<file path="src/rtl/risc16_boot_loader.sv">
// risc16_boot_loader: program-load front end for the RiSC-16 core.
// Takes a big-endian byte stream (16-bit word count, then the words), writes
// the words into CPU memory from address 0, zeroes the 16 registers, then runs
// the CPU for MAX_CYCLES cycles and halts it for good (until reset_n).
// Optional feature macro: CLEAR_MEM_EN. When it is defined, every memory word
// is zeroed after reset, before the byte stream is accepted.
module risc16_boot_loader #(
  parameter int ADDR_W     = 16,
  parameter int MAX_CYCLES = 100
) (
  input  logic              clk,
  input  logic              reset_n,
  input  logic              in_valid,
  input  logic [7:0]        in_data,
  output logic              in_ready,
  output logic              mem_we,
  output logic [ADDR_W-1:0] mem_addr,
  output logic [15:0]       mem_wdata,
  output logic              rf_we,
  output logic [3:0]        rf_addr,
  output logic [15:0]       rf_wdata,
  output logic              cpu_run,
  output logic              pc_clear,
  output logic [15:0]       cycle_cnt,
  output logic              halted
);

  typedef enum logic [2:0] {
    S_IDLE    = 3'd0,
    S_HDR_LO  = 3'd1,
    S_DATA_HI = 3'd2,
    S_DATA_LO = 3'd3,
    S_CLR_RF  = 3'd4,
    S_RUN     = 3'd5,
    S_HALT    = 3'd6,
    S_MCLR    = 3'd7
  } state_e;

`ifdef CLEAR_MEM_EN
  localparam state_e RESET_STATE = S_MCLR;
`else
  localparam state_e RESET_STATE = S_IDLE;
`endif

  localparam logic [ADDR_W-1:0] ADDR_ONE  = 1;
  localparam logic [15:0]       CYC_LIMIT = 16'(MAX_CYCLES);

  state_e              state_q, state_d;
  logic [7:0]          hdr_hi_q, hdr_hi_d;
  logic [7:0]          word_hi_q, word_hi_d;
  logic [15:0]         words_left_q, words_left_d;
  logic [ADDR_W-1:0]   addr_q, addr_d;
  logic [3:0]          rf_cnt_q, rf_cnt_d;
  logic [15:0]         cycle_q, cycle_d;
  logic                mem_we_q, mem_we_d;
  logic [ADDR_W-1:0]   mem_addr_q, mem_addr_d;
  logic [15:0]         mem_wdata_q, mem_wdata_d;
  logic                accept;

  assign accept    = in_valid & in_ready;
  assign mem_we    = mem_we_q;
  assign mem_addr  = mem_addr_q;
  assign mem_wdata = mem_wdata_q;
  assign rf_addr   = rf_cnt_q;
  assign rf_wdata  = 16'h0000;
  assign cycle_cnt = cycle_q;

  // State and datapath registers; memory write port is registered so a word
  // lands on mem_* the cycle after its low byte is accepted.
  always_ff @(posedge clk or negedge reset_n) begin
    if (!reset_n) begin
      state_q      <= RESET_STATE;
      hdr_hi_q     <= '0;
      word_hi_q    <= '0;
      words_left_q <= '0;
      addr_q       <= '0;
      rf_cnt_q     <= '0;
      cycle_q      <= '0;
      mem_we_q     <= 1'b0;
      mem_addr_q   <= '0;
      mem_wdata_q  <= '0;
    end else begin
      state_q      <= state_d;
      hdr_hi_q     <= hdr_hi_d;
      word_hi_q    <= word_hi_d;
      words_left_q <= words_left_d;
      addr_q       <= addr_d;
      rf_cnt_q     <= rf_cnt_d;
      cycle_q      <= cycle_d;
      mem_we_q     <= mem_we_d;
      mem_addr_q   <= mem_addr_d;
      mem_wdata_q  <= mem_wdata_d;
    end
  end

  // Next-state logic and per-state outputs.
  always_comb begin
    state_d      = state_q;
    hdr_hi_d     = hdr_hi_q;
    word_hi_d    = word_hi_q;
    words_left_d = words_left_q;
    addr_d       = addr_q;
    rf_cnt_d     = rf_cnt_q;
    cycle_d      = cycle_q;
    mem_we_d     = 1'b0;
    mem_addr_d   = mem_addr_q;
    mem_wdata_d  = mem_wdata_q;
    in_ready     = 1'b0;
    rf_we        = 1'b0;
    cpu_run      = 1'b0;
    pc_clear     = 1'b1;
    halted       = 1'b0;

    case (state_q)
      S_MCLR: begin
`ifdef CLEAR_MEM_EN
        mem_we_d    = 1'b1;
        mem_addr_d  = addr_q;
        mem_wdata_d = 16'h0000;
        addr_d      = addr_q + ADDR_ONE;
        if (addr_q == '1) begin
          addr_d  = '0;
          state_d = S_IDLE;
        end
`else
        state_d = S_IDLE;
`endif
      end
      S_IDLE: begin
        in_ready = 1'b1;
        if (accept) begin
          hdr_hi_d = in_data;
          state_d  = S_HDR_LO;
        end
      end
      S_HDR_LO: begin
        in_ready = 1'b1;
        if (accept) begin
          if ({hdr_hi_q, in_data} == 16'h0000) begin
            state_d = S_CLR_RF;
          end else begin
            words_left_d = {hdr_hi_q, in_data};
            addr_d       = '0;
            state_d      = S_DATA_HI;
          end
        end
      end
      S_DATA_HI: begin
        in_ready = 1'b1;
        if (accept) begin
          word_hi_d = in_data;
          state_d   = S_DATA_LO;
        end
      end
      S_DATA_LO: begin
        in_ready = 1'b1;
        if (accept) begin
          mem_we_d     = 1'b1;
          mem_addr_d   = addr_q;
          mem_wdata_d  = {word_hi_q, in_data};
          addr_d       = addr_q + ADDR_ONE;
          words_left_d = words_left_q - 16'd1;
          state_d      = (words_left_q == 16'd1) ? S_CLR_RF : S_DATA_HI;
        end
      end
      S_CLR_RF: begin
        // The final memory word is still on the bus during the first cycle
        // here; hold off register writes so mem_we and rf_we never overlap.
        if (!mem_we_q) begin
          rf_we    = 1'b1;
          rf_cnt_d = rf_cnt_q + 4'd1;
          if (rf_cnt_q == 4'd15) state_d = S_RUN;
        end
      end
      S_RUN: begin
        cpu_run  = 1'b1;
        pc_clear = 1'b0;
        cycle_d  = cycle_q + 16'd1;
        if (cycle_d == CYC_LIMIT) state_d = S_HALT;
      end
      S_HALT: begin
        halted   = 1'b1;
        pc_clear = 1'b0;
      end
      default: state_d = S_IDLE;
    endcase
  end

endmodule

</file>
<file path="config.mk">
export PLATFORM = sky130hd
export DESIGN_NAME = risc16_boot_loader
export DESIGN_NICKNAME = d
export VERILOG_FILES = /design/src/rtl/risc16_boot_loader.sv
export SDC_FILE = /design/constraint.sdc
export NUM_CORES = 1
export LEC_CHECK = 0
export CELL_PAD_IN_SITES_DETAIL_PLACEMENT = 0
export CELL_PAD_IN_SITES_GLOBAL_PLACEMENT = 2
export CORE_ASPECT_RATIO = 1.1
export CORE_MARGIN = 2
export CORE_UTILIZATION = 30
export DETAILED_ROUTE_END_ITERATION = 6
export PLACE_DENSITY = 0.77
export SETUP_SLACK_MARGIN = 0.4
export SLEW_MARGIN = 5
export SYNTH_ARGS = -nofsm -noshare
export SYNTH_HDL_FRONTEND = slang
export SYNTH_SLANG_ARGS = --single-unit
</file>
<file path="constraint.sdc">
create_clock -name clk -period 1.9 [get_ports clk]
set_clock_uncertainty 0.15 [all_clocks]
set_input_delay 0.38 -clock clk [delete_from_list [all_inputs] [get_ports clk]]
set_output_delay 0.38 -clock clk [all_outputs]
set_load 0.005 [all_outputs]
</file>
==> run_results.csv, run 1 <==
group,metric,value,unit
power,power_leakage,4.269,nW
outcome,violations,"setup timing",
clock_network,clock_path_buffers,2,
worst_hold_path,hp-class,"in2async",
placed_design,placed_cell_area,7089,sq um
clock_network,h-tree-depth,3,
sta,setup-violations-final,12,
final_layout,final_common_cell,"buf_4",
power,share_comb_of_total_power,45.3,%
final_layout,layout-drive-gt1-share,56.25,%
final_layout,layout_common_cells,"buf_4, dfrtp_1, nand2_1",
power,p_int,0.006480,W
placed_design,gp_congestion,0.8368,
final_layout,diodes,0,
clock_network,clk_pin_slew,0.07,ns
route,routed_wl,17.08,mm
sta,period_needed,1.955,ns
power,p_seq_share,34.5,%
yosys,ys_types,60,
setup_path,path_class,"reg2out",
die,start_util,30.52,%
sta,max_freq,0.5115,GHz
clock_network,numCtsBuffers,9,
route,antenna_left,0,
sta,hold_viol,0,
route,via_count,5027,
power,pwr-share-clk,20.1,%
clock_network,clock_latency,0.35,ns
die,row_count,50,
power,p_sw_share,34.85,%
final_layout,post-route-util,53.37,%
global_route,grt_pass1_vias,5101,
yosys,synthFlopType,"dfrtp_1",
route,routedWlPerCell,16.52,um
die,fp.dieH,142,um
setup_path,crit_chain,"buf_6 -> inv_8 -> nor4_4 -> buf_2",
route,drt_iter0_markers,243,
yosys,ys_seq_elements,104,
placed_design,dp_hpwl,10.46,mm
setup_path,critPathSlowestCell,"dfrtp_2",
global_route,grt_max_degree,45,
power,p_sw,0.003466,W
power,p_per_area,1095,nW/um^2
sta,rsz0062_at_grt,"true",
sta,period_share,102.9,%
yosys,yosysSeqAreaShare,50.11,%
clock_network,cts_tree,"done",
setup_path,crit_arrival,1.42,ns
run,cap_violations,0,
yosys,syn_area_per_cell,9.565,sq um
power,power.total,0.009946,W
outcome,outcome,"complete, but fails checks",
setup_path,required,1.37,ns
placed_design,dpl_worst_slack,-0.3886,ns
yosys,synthCells,543,
global_route,antenna_found_initial,0,
placed_design,port_buffers,68,
final_layout,final_nets,812,
final_layout,fillers,1542,
die,coreArea,17020,sq um
setup_path,crit_path_max_fanout,4,
yosys,synth_enable_flop_cells,0,
die,dieArea,18380,sq um
power,ir_drop,0.5721,mV
final_layout,fin_area,9081,sq um
sta,worst_slack,-0.05490,ns
yosys,netlist_area,5194,sq um
global_route,grt_pass1_wl,26.58,mm
route,drc_errors,0,
setup_path,worstSetupEndpointType,"primary output",
yosys,synth-async-reset-ratio,100.0,%
yosys,yosys_warnings,0,
setup_path,critPathLaunchType,"flop",
final_layout,area_growth,74.85,%
global_route,grt-ovfl-total,0,
setup_path,slowest_delay,0.40,ns
sta,slew_violations,0,
die,io-pin-count,85,
global_route,grt.total_usage,18.52,%
die,dieWidth,129.5,um
clock_network,cts_sinks,104,
route,vias_per_cell,4.862,
clock_network,cts-root-buf,"clkbuf_16",
route,drt-pass1-iter-count,4,
## worst max-delay path, delay by kind of cell, from the launching register on
family / cells / cell delay [ns]
buffers and inverters: 3 / 0.34
and+or+nand+nor: 1 / 0.33
DFF: 1 / 0.40
## what timing repair did
action                     CTS  global route
pin swaps                   50            43
hold endpoints to repair    17             0
gates resized for setup    321           126
buffers inserted            67            22
cloned                       5             3
setup endpoints to repair  154           143
hold buffers                 1             0
## final cells by class
class | count | area [sq um] | share of cell area (%)
clock inverter | 3 | 47.55 | 0.5236
multi-input combinational | 404 | 3232 | 35.59
timing repair buffer | 266 | 2555 | 28.13
sequential | 104 | 2621 | 28.86
inverter | 10 | 62.56 | 0.6889
tap | 234 | 292.8 | 3.224
clock buffer | 13 | 270.3 | 2.976
## metal layers
layer | routed length (um) | global-route usage [%] | vias to the layer above
li1 | - | - | 2381
met1 | 7361 | 23.49 | 2534
met2 | 8891 | 31.77 | 91
met3 | 434 | 2.669 | 21
met4 | 395 | 7.301 | 0
met5 | 0 | 0 | -
## cell families (layout without fill, tap and decap cells)
kind of cell | after synthesis | count (layout) | share of synthesized area, %
fa+ha+maj | 6 | 6 | 1.445
flops | 104 | 104 | 50.11
compound gates | 105 | 105 | 12.70
xor+xnor | 22 | 22 | 3.710
mux | 18 | 18 | 3.903
buf+inv | 50 | 292 | 5.468
other cells | 1 | 16 | 0.07220
simple gates | 237 | 237 | 22.60
## power groups by stage
stage | sequential (W) | clock (W) | combinational (W)
finish | 0.00343 | 0.00200 | 0.00451
global route | 0.00351 | 0.00212 | 0.00487
CTS | 0.00337 | 0.00203 | 0.00404
detailed placement | 0.00340 | 0 | 0.00324
global placement | 0.00338 | 0 | 0.00317
floorplan | 0.00339 | 0 | 0.00170
## flip-flops by register name, indices dropped and copies added, names as in the netlist, 3 cells and up
register      count
words_left_q     16
mem_wdata        16
word_hi_q         8
hdr_hi_q          8
rf_addr           4
cycle_cnt        16
addr_q           16
state_q           3
mem_addr         16
## cells in the mapped netlist, drive strengths merged (10+ instances only)
master	count	area, sq um
a21oi	24	120.1
buf	29	193.9
clkbuf	11	52.54
dfrtp	104	2603
inv	10	37.54
mux2	18	202.7
nand2	132	495.5
nand3	23	135.1
nand4	11	83.83
nor2	24	90.09
nor3	13	76.33
nor4	10	98.84
o21ai	39	198.9
xnor2	14	122.6
## path summary, 6_finish.rpt
| check | start | depth (start not counted) | slack (ns) | end |
|---|---|---|---|---|
| setup reg to reg | hdr_hi_q[0] | 7 | -0.04 | addr_q[15] |
| hold / removal | reset_n | 2 | 0.30 | mem_addr[0] |
| max in group asynchronous | reset_n | 3 | 0.75 | state_q[2] |
| hold reg to reg | mem_addr[0] | 2 | 0.32 | mem_addr[0] |
| setup / recovery | state_q[2] | 4 | -0.05 | rf_we |
| min in group clk | mem_addr[0] | 2 | 0.32 | mem_addr[0] |
## through the flow
| stage | hold slack [ns] | cells | setup TNS (ns) |
|---|---|---|---|
| final | 0.3044 | 1034 | -0.2488 |
| after floorplan | -0.06559 | 558 | 0 |
| after detailed placement | 0.1301 | 920 | -13.18 |
| after CTS | 0.3039 | 1009 | -0.07986 |
| after global placement | 0.1337 | 920 | -12.72 |
| after global routing | 0.3339 | 1034 | -2.433 |
No activity file was read; power rests on OpenSTA's default activity.
==> run 2, diff against run 1 <==
--- a/config.mk
+++ b/config.mk
@@ -5,13 +5,11 @@
 export SDC_FILE = /design/constraint.sdc
 export NUM_CORES = 1
 export LEC_CHECK = 0
-export CELL_PAD_IN_SITES_DETAIL_PLACEMENT = 0
-export CELL_PAD_IN_SITES_GLOBAL_PLACEMENT = 2
 export CORE_ASPECT_RATIO = 1.1
 export CORE_MARGIN = 2
-export CORE_UTILIZATION = 30
+export CORE_UTILIZATION = 48
 export DETAILED_ROUTE_END_ITERATION = 6
-export PLACE_DENSITY = 0.77
+export PLACE_DENSITY = 0.76
 export SETUP_SLACK_MARGIN = 0.4
 export SLEW_MARGIN = 5
 export SYNTH_ARGS = -nofsm -noshare
==> run 2 against run 1 <==
Effect of this change: the run ends with DRC, setup timing left; sequential power rose by 6.7%; sequential share of layout area shrank 1.8 points; global-route usage up 19 points; die area is 37% lower; via count increased by 29%; register-to-register slack got worse by 0.31 ns; setup slack lost 0.29 ns; combinational power rose by 28%; wire length up 65%; design area increased by 6.6%; total power grew 16%; hold slack improved by 0.029 ns; largest cell class unchanged.
==> run_results.csv, run 2 (same netlist as run 1, synthesis figures left out) <==
group,metric,value,unit
setup_path,rrSetupSlack,-0.35,ns
outcome,outcome,"complete, but fails checks",
die,coreArea,10440,sq um
sta,worst_slack,-0.3496,ns
clock_network,clock_latency,0.38,ns
clock_network,cts_sinks,104,
sta,setup-violations-final,71,
placed_design,gp_congestion,0.9018,
die,start_util,49.74,%
final_layout,final_common_cell,"buf_4",
route,drt-met1-wl,9.000,mm
route,via_count,6467,
final_layout,area_growth,86.36,%
route,drt_iter0_markers,996,
global_route,grt.total_usage,37.64,%
final_layout,register_area,2624,sq um
global_route,grt_pass1_vias,5951,
final_layout,layout_common_cells,"buf_4, buf_6, dfrtp_1",
global_route,grt_pass1_wl,33.06,mm
global_route,grt-ovfl-total,0,
route,drt-pass1-iter-count,7,
global_route,antenna_found_initial,0,
placed_design,port_buffers,68,
clock_network,clock_path_buffers,2,
clock_network,cts_tree,"done",
route,drc_errors,11,
final_layout,fin_area,9679,sq um
sta,slew_violations,0,
placed_design,placed_cell_area,6858,sq um
setup_path,critPathLaunchType,"flop",
route,top_layer,"met4",
setup_path,crit_arrival,2.34,ns
route,wl_met3,2.924,mm
sta,hold_viol,0,
setup_path,worstSetupEndpointType,"flop",
sta,period_share,118.4,%
sta,slew_headroom,46.35,%
run,cap_violations,0,
power,power_leakage,4.602,nW
worst_hold_path,hp-class,"reg2reg",
final_layout,layout-drive-gt1-share,62.50,%
power,p_per_area,1188,nW/um^2
sta,max_slew.worst_pin.slew,0.7979,ns
route,antenna_left,0,
placed_design,dp_hpwl,9.748,mm
setup_path,path_class,"reg2reg",
sta,period_needed,2.250,ns
die,dieWidth,103.2,um
final_layout,final_nets,852,
power,ir_drop,1.128,mV
final_layout,post-route-util,92.69,%
final_layout,diodes,0,
setup_path,required,1.99,ns
die,dieArea,11670,sq um
die,row_count,39,
sta,max_freq,0.4445,GHz
setup_path,crit_path_max_fanout,3,
final_layout,fillers,339,
die,io-pin-count,85,
final_layout,multi_input_area,3473,sq um
sta,rsz0062_at_grt,"true",
route,vias_per_cell,6.579,
die,fp.dieH,113.1,um
route,routedWlPerCell,28.72,um
clock_network,cts-root-buf,"clkbuf_16",
clock_network,h-tree-depth,3,
clock_network,clk_pin_slew,0.08,ns
outcome,violations,"DRC, setup timing",
global_route,grt_max_degree,41,
route,met2_wirelength,13.19,mm
route,routed_wl,28.23,mm
clock_network,numCtsBuffers,9,
==> run 2: cell types whose count changed in the layout (fill, tap and decap cells not counted), moves of 3 or more <==
cell,before,now
nor4_2,5,1
xnor2_1,10,7
buf_12,13,17
buf_6,67,89
nand2_1,79,65
o21ai_1,18,9
buf_4,121,131
nand2_2,33,45
o21ai_2,15,19
o21ai_4,1,6
nor4_4,5,8
==> run 2: metrics by stage <==
step           total power [W]  std cells  hold WS, ns  setup slack, ns  setup TNS (ns)
2_1_floorplan         0.005095        558     -0.06559          0.07453               0
3_3_place_gp          0.006448        820       0.2225          -0.4208          -15.30
3_5_place_dp          0.006584        820       0.2260          -0.4610          -17.32
4_1_cts               0.009606        938       0.3349         -0.02878         -0.2824
5_1_grt                0.01176        983       0.3500          -0.5811          -17.66
6_report               0.01150        983       0.3330          -0.3496          -11.13
==> run 2: layout make-up <==
type	count	area share, %
flip-flops and latches	104	27.11
inverters	10	0.6205
repair inverters	1	0.1163
clock inverters	6	0.7627
well taps	143	1.849
clock buffers	10	2.469
multi-input cells	404	35.88
repair buffers	305	31.19
==> run 2: path summary, 6_finish.rpt <==
check | depth (start not counted) | startpoint | endpoint
min | 2 | mem_addr[2] | mem_addr[2]
max | 6 | words_left_q[8] | words_left_q[12]
min in group asynchronous | 2 | reset_n | rf_addr[3]
min reg2reg | 2 | mem_addr[2] | mem_addr[2]
max in group asynchronous | 3 | reset_n | addr_q[4]
max reg2reg | 6 | words_left_q[8] | words_left_q[12]
==> run 2: critical path: stages, from the launching register on <==
cell,delay (ns)
dfrtp_2,0.45
nor4_4,0.44
buf_4,0.20
nand4_1,0.21
nor2_1,0.37
o2bb2ai_1,0.19
a21oi_1,0.11
==> run 2: power breakdown <==
| group | internal (W) | switching, W |
|---|---|---|
| registers | 0.00286 | 0.000796 |
| logic | 0.00290 | 0.00288 |
| clock network | 0.00108 | 0.000979 |
==> run 2: repair_timing <==
| item | in CTS | in global routing |
|---|---|---|
| cloned | 8 | 2 |
| setup buffers | 93 | 43 |
| pin swaps | 96 | 65 |
| hold buffers | 1 | 0 |
| resized for setup | 365 | 159 |
| setup endpoints to repair | 155 | 151 |
| hold endpoints to repair | 32 | 0 |
==> run 2: per-layer routing <==
metal	vias to the layer above	global-route usage, %
li1	2452	-
met2	625	61.60
met4	0	21.84
met1	3094	44.87
met5	-	0
met3	296	8.709
